<file path="config.mk">
export PLATFORM = sky130hd
export DESIGN_NAME = elevator_request_scheduler
export DESIGN_NICKNAME = d
export VERILOG_FILES = /design/src/rtl/elevator_request_scheduler.sv
export SDC_FILE = /design/constraint.sdc
export NUM_CORES = 1
export LEC_CHECK = 0
export CAP_MARGIN = 20
export CORE_ASPECT_RATIO = 0.75
export CORE_MARGIN = 2
export CORE_UTILIZATION = 55
export DETAILED_ROUTE_END_ITERATION = 12
export GPL_ROUTABILITY_DRIVEN = 0
export PLACE_DENSITY = 0.82
export SYNTH_ARGS = -nofsm -noshare
export SYNTH_HDL_FRONTEND = slang
export SYNTH_SLANG_ARGS = --single-unit
</file>
<file path="constraint.sdc">
create_clock -name clk -period 5.1 [get_ports clk]
set_input_delay 0.765 -clock clk [delete_from_list [all_inputs] [get_ports clk]]
set_output_delay 0.765 -clock clk [all_outputs]
set_load 0.01 [all_outputs]
</file>
<file path="src/rtl/elevator_request_scheduler.sv">
// Elevator request scheduler: latches floor calls and steers the car with IDLE/UP/DOWN/DOOR sequencing.
// Optional fire recall is compiled in with `define ELEVATOR_FIRE_RECALL_EN; otherwise fire_recall is ignored.
module elevator_request_scheduler #(
  parameter int unsigned DWELL_CYCLES = 4
) (
  input  logic        clk,
  input  logic        rst,
  input  logic [15:0] btn,
  input  logic [3:0]  cur_floor,
  input  logic        fire_recall,
  output logic [3:0]  floor_req,
  output logic [15:0] pending,
  output logic        door_open,
  output logic        dir_up,
  output logic        busy
);

  localparam int unsigned NF = 16;
  localparam int unsigned FW = 4;
  localparam int unsigned DW = 8;
  localparam logic [DW-1:0] DWELL_LAST = DW'(DWELL_CYCLES - 1);

  typedef enum logic [1:0] {
    S_IDLE = 2'd0,
    S_UP   = 2'd1,
    S_DOWN = 2'd2,
    S_DOOR = 2'd3
  } state_e;

  state_e          state_q, state_d;
  logic [NF-1:0]   pending_q, pending_d;
  logic [FW-1:0]   floor_req_q, floor_req_d;
  logic            dir_up_q, dir_up_d;
  logic            door_open_q, door_open_d;
  logic            busy_q, busy_d;
  logic [DW-1:0]   dwell_q, dwell_d;
  logic [1:0]      sync_q;

  logic            run;
  logic            recall;
  logic            recall_act;
  logic [NF-1:0]   clr;
  logic [NF-1:0]   pend_m;
  logic            has_above, has_below;
  logic [FW-1:0]   above_idx, below_idx;
  logic [FW-1:0]   dist_above, dist_below;
  logic            idle_go_up;
  logic            arrive;
  logic            dwell_done;

`ifdef ELEVATOR_FIRE_RECALL_EN
  assign recall = fire_recall;
`else
  logic fire_recall_unused;
  assign fire_recall_unused = fire_recall;
  assign recall = 1'b0;
`endif

  // Reset release is resynchronised; the FSM stays in IDLE until it has propagated.
  assign run        = sync_q[1];
  assign recall_act = recall & run;

  // Clearing the served floor wins over any press at that floor.
  assign clr       = (state_q == S_DOOR) ? (NF'(1) << cur_floor) : '0;
  assign pend_m    = pending_q & ~clr;
  assign pending_d = recall_act ? '0 : ((pending_q | btn) & ~clr);

  // Nearest pending floor strictly above and strictly below the car; no wrap at 0/15.
  always_comb begin
    has_above = 1'b0;
    above_idx = '0;
    has_below = 1'b0;
    below_idx = '0;
    for (int i = int'(NF) - 1; i >= 0; i--) begin
      if (pend_m[i] && (FW'(i) > cur_floor)) begin
        has_above = 1'b1;
        above_idx = FW'(i);
      end
    end
    for (int i = 0; i < int'(NF); i++) begin
      if (pend_m[i] && (FW'(i) < cur_floor)) begin
        has_below = 1'b1;
        below_idx = FW'(i);
      end
    end
  end

  assign dist_above = above_idx - cur_floor;
  assign dist_below = cur_floor - below_idx;
  assign idle_go_up = has_above && (!has_below || (dist_above <= dist_below));
  assign arrive     = (cur_floor == floor_req_q) && pend_m[cur_floor];
  assign dwell_done = (dwell_q == DWELL_LAST);

  // State and registered outputs.
  always_ff @(posedge clk or negedge rst) begin
    if (!rst) begin
      state_q     <= S_IDLE;
      pending_q   <= '0;
      floor_req_q <= '0;
      dir_up_q    <= 1'b1;
      door_open_q <= 1'b0;
      busy_q      <= 1'b0;
      dwell_q     <= '0;
      sync_q      <= '0;
    end else begin
      state_q     <= state_d;
      pending_q   <= pending_d;
      floor_req_q <= floor_req_d;
      dir_up_q    <= dir_up_d;
      door_open_q <= door_open_d;
      busy_q      <= busy_d;
      dwell_q     <= dwell_d;
      sync_q      <= {sync_q[0], 1'b1};
    end
  end

  // Next-state selection.
  always_comb begin
    state_d = state_q;
    if (!run) begin
      state_d = S_IDLE;
    end else if (recall_act) begin
      state_d = (cur_floor == '0) ? S_IDLE : S_DOWN;
    end else begin
      case (state_q)
        S_IDLE: begin
          if (pend_m[cur_floor])  state_d = S_DOOR;
          else if (idle_go_up)    state_d = S_UP;
          else if (has_below)     state_d = S_DOWN;
        end
        S_UP: begin
          if (arrive)             state_d = S_DOOR;
          else if (has_above)     state_d = S_UP;
          else if (has_below)     state_d = S_DOWN;
          else                    state_d = S_IDLE;
        end
        S_DOWN: begin
          if (arrive)             state_d = S_DOOR;
          else if (has_below)     state_d = S_DOWN;
          else if (has_above)     state_d = S_UP;
          else                    state_d = S_IDLE;
        end
        S_DOOR: begin
          if (dwell_done) begin
            if (dir_up_q)         state_d = has_above ? S_UP : (has_below ? S_DOWN : S_IDLE);
            else                  state_d = has_below ? S_DOWN : (has_above ? S_UP : S_IDLE);
          end
        end
        default:                  state_d = S_IDLE;
      endcase
    end
  end

  // Output/datapath next values, keyed on the state being entered.
  always_comb begin
    floor_req_d = floor_req_q;
    dir_up_d    = dir_up_q;
    door_open_d = (state_d == S_DOOR);
    busy_d      = (state_d != S_IDLE);
    dwell_d     = '0;
    if (recall_act) begin
      floor_req_d = '0;
      dir_up_d    = 1'b0;
      door_open_d = (cur_floor == '0);
    end else begin
      case (state_d)
        S_IDLE: floor_req_d = cur_floor;
        S_UP: begin
          floor_req_d = above_idx;
          dir_up_d    = 1'b1;
        end
        S_DOWN: begin
          floor_req_d = below_idx;
          dir_up_d    = 1'b0;
        end
        S_DOOR: begin
          floor_req_d = cur_floor;
          dwell_d     = (state_q == S_DOOR) ? (dwell_q + DW'(1)) : '0;
        end
        default: floor_req_d = cur_floor;
      endcase
    end
  end

  assign floor_req = floor_req_q;
  assign pending   = pending_q;
  assign door_open = door_open_q;
  assign dir_up    = dir_up_q;
  assign busy      = busy_q;

endmodule

</file>
==> flow_summary.toml, run 1 <==
[critical_path]
worstReg2RegStart = "pending[5]"
worstSetupPathType = "input pin to flip-flop"
critPathMaxStageDelay_ns = 0.49
r2r_slack_ns = 0.49
critPathMostFrequentCell = "o21a_1"
start_kind = "input pin"
critical_path_arrival_ns = 5.16
rr_endpoint = "floor_req[0]"
worstPathRequired_ns = 5.31
rr_worst_depth = 21
critPathCapture = "floor_req[0]"
cp_cell_sequence = "dlygate4sd2_1, buf_12, nand3_1, o21ai_1, a222oi_1, o21ai_1, a32o_2, nor2_1, o21a_1, ha_2, inv_2, fa_1, inv_2, ha_4, nor2b_4, o21a_1, o21a_1, o21ai_2, o21ai_2, o21a_1, o2111a_2, ha_4, or3b_4, a32oi_2"
cp_max_fo = 13
worstSetupEndpointType = "flip-flop"
startpoint = "cur_floor[1]"
slowest_stage = "fa_1"

[route]
vias = 3354
met2_length_mm = 4.28
wl_met3_mm = 1.13
top_layer = "met4"
drt_pass1_iterations = 9
vias_per_cell = 6.49
wire_per_inst_um = 19.0
drtAntennaViolNets = 0
wirelength_mm = 9.83
met1_length_mm = 4.14
drt_iter0_markers = 474
drc = 0

[synth]
netlist_area_um2 = 2880
syn_area_per_cell_um2 = 8.48
synth_area_leaders = "dfrtp_1 (30%), ha_1 (6.5%), a21oi_1 (4.2%), nor2_1 (3.9%), o21ai_0 (3.5%)"
synth_commonest_cells = "dfrtp_1 (34), nor2_1 (30), a21oi_1 (24)"
synth_seq_cells = 35
synthDistinctLibCells = 66
synth_edf_count = 0
synth_nets = 380
syn_inst = 340
ys.flop_type = "dfrtp_1"
async_reset_ff_share_pct = 100
yosysTopAreaCellShare_pct = 29.5
yosysTopAreaCell = "dfrtp_1"
synthMostInstantiatedCell = "dfrtp_1"
yosys_warnings = 0
yosysSeqAreaShare_pct = 30.4

[global_route]
grt.overflow.total = 0
grt_max_degree = 36
grt_pass1_wl_mm = 15.1
grt_usage_pct = 34.1
antenna_found_initial = 0
grt_pass1_vias = 2982

[clock_network]
ctsRootBufferMaster = "clkbuf_8"
clk_latency_ns = 0.29
clkSinkCount = 35
cts.hold.buffers_added = 0
h-tree-depth = 2
cts_buffer_depth = 2
clk_pin_slew_worst_paths_ns = 0.08
cts_tree = "yes"
cts_buffers = 5

[sta]
fin_crit_ns = 4.95
worst_slack_ns = 0.150
slew_viol_final = 0
finalHoldViolCount = 0
fmax_mhz = 202
slew_headroom_pct = 62.4
fin_crit_sh_pct = 97.1
setup-violations-final = 0
finClkSkew_ns = 0.00709
worst_slew_pin_slew_ns = 0.556

[placed_design]
dpl_worst_slack_ns = -0.561
dp.cells = 503
dpl.hpwl_mm = 6.88
numPortBuffers = 44

[floorplanning]
core-area_um2 = 4980
num_rows = 22
start_util_pct = 57.9
die_y_um = 66.7
die_area_um2 = 5840
ios = 46
die_w_um = 87.6

[final_layout]
antennaDiodeCount = 0
nNetsFinal = 484
layout.area.seq_um2 = 877
drive_above_1_share_pct = 26.1
fillers = 316
multi_input_area_um2 = 1950
syn_to_final_growth_pct = 42.0
final_cells = 517

[hold_path]
hold_class = "flip-flop to flip-flop"
hp-start = "sync_q[0]"

[status]
status = "completed"

[flow_run]
maxCapViolCount = 0

[pwr]
ir_drop_uv = 277
powerDensity_nw_per_um2 = 244
p_leak_uw = 0.00173
-- flip-flops by register name, indices dropped and copies added (netlist names) --
name       cells
pending       16
dwell_q        8
floor_req      4
state_q        2
sync_q         2
busy           1
dir_up         1
door_open      1
-- cell usage in the layout, fill, tap and decap left out, types with 4 or more instances in the layout --
master	count
nand3_1	14
a31oi_1	5
o21ai_0	16
nor3_1	4
clkdlybuf4s50_1	40
clkbuf_8	5
and3_1	5
o22a_1	6
a21oi_1	23
o22ai_1	7
ha_1	12
xnor2_1	7
nor2_1	28
nand4_1	5
inv_1	12
buf_4	68
inv_2	4
dfrtp_1	34
a21o_1	4
o32a_1	6
nand2_1	22
nand2b_1	9
xor2_1	9
o21a_1	5
-- worst max-delay path: cells and delay by family --
| family | cells | cell delay (ns) |
|---|---|---|
| adders and majority gates | 4 | 1.10 |
| AOI/OAI and AO/OA | 12 | 2.05 |
| and+or+nand+nor | 4 | 0.68 |
| buffers and inverters | 4 | 0.56 |
-- metal layers --
metal / track usage [%] / vias to the layer above
li1: - / 1467
met1: 48.2 / 1584
met2: 52.4 / 260
met3: 9.29 / 43
met4: 6.92 / 0
met5: 0 / -
-- cells by family (layout without fill, tap and decap cells) --
logic type	Yosys count	after routing	synth area share, %
muxes	4	4	2.04
DFF	35	35	30.4
buffers and inverters	38	143	6.38
adders and majority gates	17	17	7.90
AOI/OAI and AO/OA	117	117	28.7
other	1	1	0.130
and+or+nand+nor	112	112	19.6
xor gates and xnor gates	16	16	4.86
-- power by group --
| part | internal (uW) | switching [uW] |
|---|---|---|
| clock | 96.4 | 106 |
| combinational | 233 | 223 |
| sequential | 308 | 32.8 |
| total | 637 | 362 |
-- what timing repair did --
action / in CTS / in global routing
buffers inserted: 3 / 3
pin swaps: 15 / 17
gates resized for setup: 24 / 19
endpoints found under the setup margin: 14 / 13
-- worst min path at each step --
stage	endpoint	slack, ns	cells after the start
after global routing	sync_q[1]	0.38	0
final	sync_q[1]	0.37	0
after detailed placement	sync_q[1]	0.35	0
after global placement	sync_q[1]	0.34	0
after CTS	sync_q[1]	0.37	0
after floorplan	sync_q[1]	0.33	0
-- through the flow --
step	utilization [%]	total power, uW	area [um^2]	hold WS, ns	setup TNS [ns]
2_1_floorplan	-	552	2880	0.331	0
3_3_place_gp	76.8	721	3830	0.345	-6.19
3_5_place_dp	76.8	732	3830	0.351	-6.95
4_1_cts	80.2	967	3990	0.369	0
5_1_grt	82.2	1060	4090	0.380	-0.167
6_report	82.2	999	4090	0.366	0
-- cell type report --
type	count	area share [%]
clock buffers	6	1.77
clock inverters	2	0.336
inverters	18	1.65
multi-input cells	267	47.5
flip-flops and latches	35	21.4
well taps	72	2.20
repair buffers	117	25.1
Note: power is estimated with default switching activity, not from simulation.
==> inputs of run 2 (changes only) <==
--- a/config.mk
+++ b/config.mk
@@ -7,7 +7,6 @@
 export LEC_CHECK = 0
 export CAP_MARGIN = 20
 export CORE_ASPECT_RATIO = 0.75
-export CORE_MARGIN = 2
 export CORE_UTILIZATION = 55
 export DETAILED_ROUTE_END_ITERATION = 12
 export GPL_ROUTABILITY_DRIVEN = 0
==> run 2 against run 1 <==
  * Critical endpoint is now floor_req[1]
  * Critical path depth increased by 1
  * Clock skew shrank 0.0040 ns
  * Flip-flop and latch count is the same
  * Largest cell class unchanged
  * Setup slack worse by 0.034 ns
  * Count of clock-buffer cells in the layout stayed put
  * Power increased by 2.1%
  * Register-to-register slack worse by 0.08 ns
  * Global-route usage rose by 1.5 points
  * Non-clock buffer count grew 5
  * Design area fell by 1.5%
  * Sequential share of layout area is 0.32 points higher
==> flow_summary.toml, run 2 (synthesis results as in run 1) <==
[clock_network]
cts_buffer_depth = 2
cts_tree = "yes"
cts_buffers = 5
h-tree-depth = 2
clk_pin_slew_worst_paths_ns = 0.08
clkSinkCount = 35
clk_latency_ns = 0.30
ctsRootBufferMaster = "clkbuf_8"

[pwr]
p_leak_uw = 0.00173
power_frac_seq_pct = 33.3
ir_drop_uv = 176
p_int_uw = 652
switching_share_pct = 36.1
powerDensity_nw_per_um2 = 253
power.switching_uw = 369
combPwrFrac_pct = 44.6
clkPwrFrac_pct = 22.1

[sta]
fin_crit_ns = 4.98
slew_viol_final = 0
slew_headroom_pct = 46.9
fin_crit_sh_pct = 97.7
setup-violations-final = 0
finClkSkew_ns = 0.00311
finalHoldViolCount = 0
worst_slew_pin_slew_ns = 0.796
worst_slack_ns = 0.116
rsz0062_at_grt = "true"
fmax_mhz = 201

[global_route]
grt_pass1_vias = 3020
grt_max_degree = 36
grt_pass1_wl_mm = 15.0
grt_usage_pct = 35.6
antenna_found_initial = 0
grt.overflow.total = 0

[floorplanning]
die_w_um = 85.6
die_area_um2 = 5540
num_rows = 22
core-area_um2 = 4950
ios = 46
start_util_pct = 58.2
die_y_um = 64.7

[route]
vias = 3285
wirelength_mm = 9.58
wire_per_inst_um = 18.8
drtAntennaViolNets = 0
drt_iter0_markers = 485
vias_per_cell = 6.44
drc = 0
drt_pass1_iterations = 5

[final_layout]
syn_to_final_growth_pct = 39.9
layout_commonest_cell = "buf_4"
nNetsFinal = 489
drive_above_1_share_pct = 26.2
antennaDiodeCount = 0
largest_reg_flops = 16
mostFrequentLayoutCells = "buf_4 (76), clkdlybuf4s50_1 (39), dfrtp_1 (34)"
fin_area_um2 = 4030

[critical_path]
worstSetupPathType = "input pin to flip-flop"
start_kind = "input pin"
cp_max_fo = 8
critical_path_arrival_ns = 5.17
worstSetupEndpointType = "flip-flop"
worstPathRequired_ns = 5.28

[flow_run]
maxCapViolCount = 0

[placed_design]
numPortBuffers = 44
dpl.hpwl_mm = 6.77
placed_area_um2 = 3820
dpl_worst_slack_ns = -0.618

[hold_path]
hold_class = "flip-flop to flip-flop"

[status]
status = "completed"
[run 2: path summary, 6_finish.rpt]
kind	from	slack, ns	end	cells after the start
worst min-delay path	sync_q[0]	0.35	sync_q[1]	0
worst max-delay path	cur_floor[2]	0.12	floor_req[1]	25
min in group asynchronous	rst	0.55	floor_req[1]	1
worst max register to register	pending[6]	0.41	floor_req[1]	23
worst min register to register	sync_q[0]	0.35	sync_q[1]	0
max in group asynchronous	rst	4.05	pending[4]	1
[run 2: per-stage QoR]
stage	cells	hold slack (ns)	setup TNS [ns]	total power, uW	util [%]
2_1_floorplan	340	0.331	0	552	-
3_3_place_gp	494	0.332	-6.75	719	77.0
3_5_place_dp	494	0.336	-7.83	732	77.0
4_1_cts	504	0.356	0	979	80.1
5_1_grt	510	0.355	-0.0225	1070	81.4
6_report	510	0.354	0	1020	81.4
[run 2: repair_timing]
action | CTS | global route
hold buffers | 0 | 0
hold endpoints to repair | 0 | 0
endpoints found under the setup margin | 14 | 14
setup buffers | 2 | 6
gates resized for setup | 22 | 17
pin swaps | 6 | 14
[run 2: cell type report]
cell class | count | area [um^2]
flip-flops and latches | 35 | 877
fillers | 319 | 921
clock buffers | 6 | 82.6
well taps | 60 | 75.1
multi-input cells | 267 | 1900
repair buffers | 122 | 1020
clock inverters | 2 | 16.3
inverters | 18 | 67.6
[run 2: power groups by stage]
| stage | sequential (uW) | clock [uW] | combinational [uW] |
|---|---|---|---|
| 2_1_floorplan | 346 | 0 | 206 |
| 5_1_grt | 342 | 237 | 492 |
| 3_5_place_dp | 342 | 0 | 390 |
| 6_report | 340 | 225 | 456 |
| 3_3_place_gp | 342 | 0 | 378 |
| 4_1_cts | 338 | 224 | 417 |
[run 2: worst max-delay path: stages]
cell      delay [ns]
clkbuf_2        0.10
buf_12          0.13
o31ai_4         0.25
o211ai_1        0.15
a222oi_1        0.35
o21ai_1         0.13
a32o_2          0.26
nor2_1          0.09
o21a_1          0.15
ha_2            0.18
inv_2           0.04
fa_1            0.49
inv_2           0.05
ha_4            0.21
nor2b_4         0.12
o21a_1          0.16
o21a_1          0.17
o21ai_2         0.19
o21ai_2         0.11
o21a_1          0.13
o2111a_2        0.31
ha_4            0.19
buf_4           0.14
a221oi_2        0.24
a21oi_1         0.08
[run 2: per-layer routing]
layer  GRT usage, %  vias to the layer above  wire length, um  share of wire (%)
li1               -                     1488                -                  -
met3           8.66                       39              991                 10
met1           51.2                     1548             4150                 43
met4           8.54                        0              234                2.4
met5              0                        -                0                  0
met2           54.0                      210             4200                 44
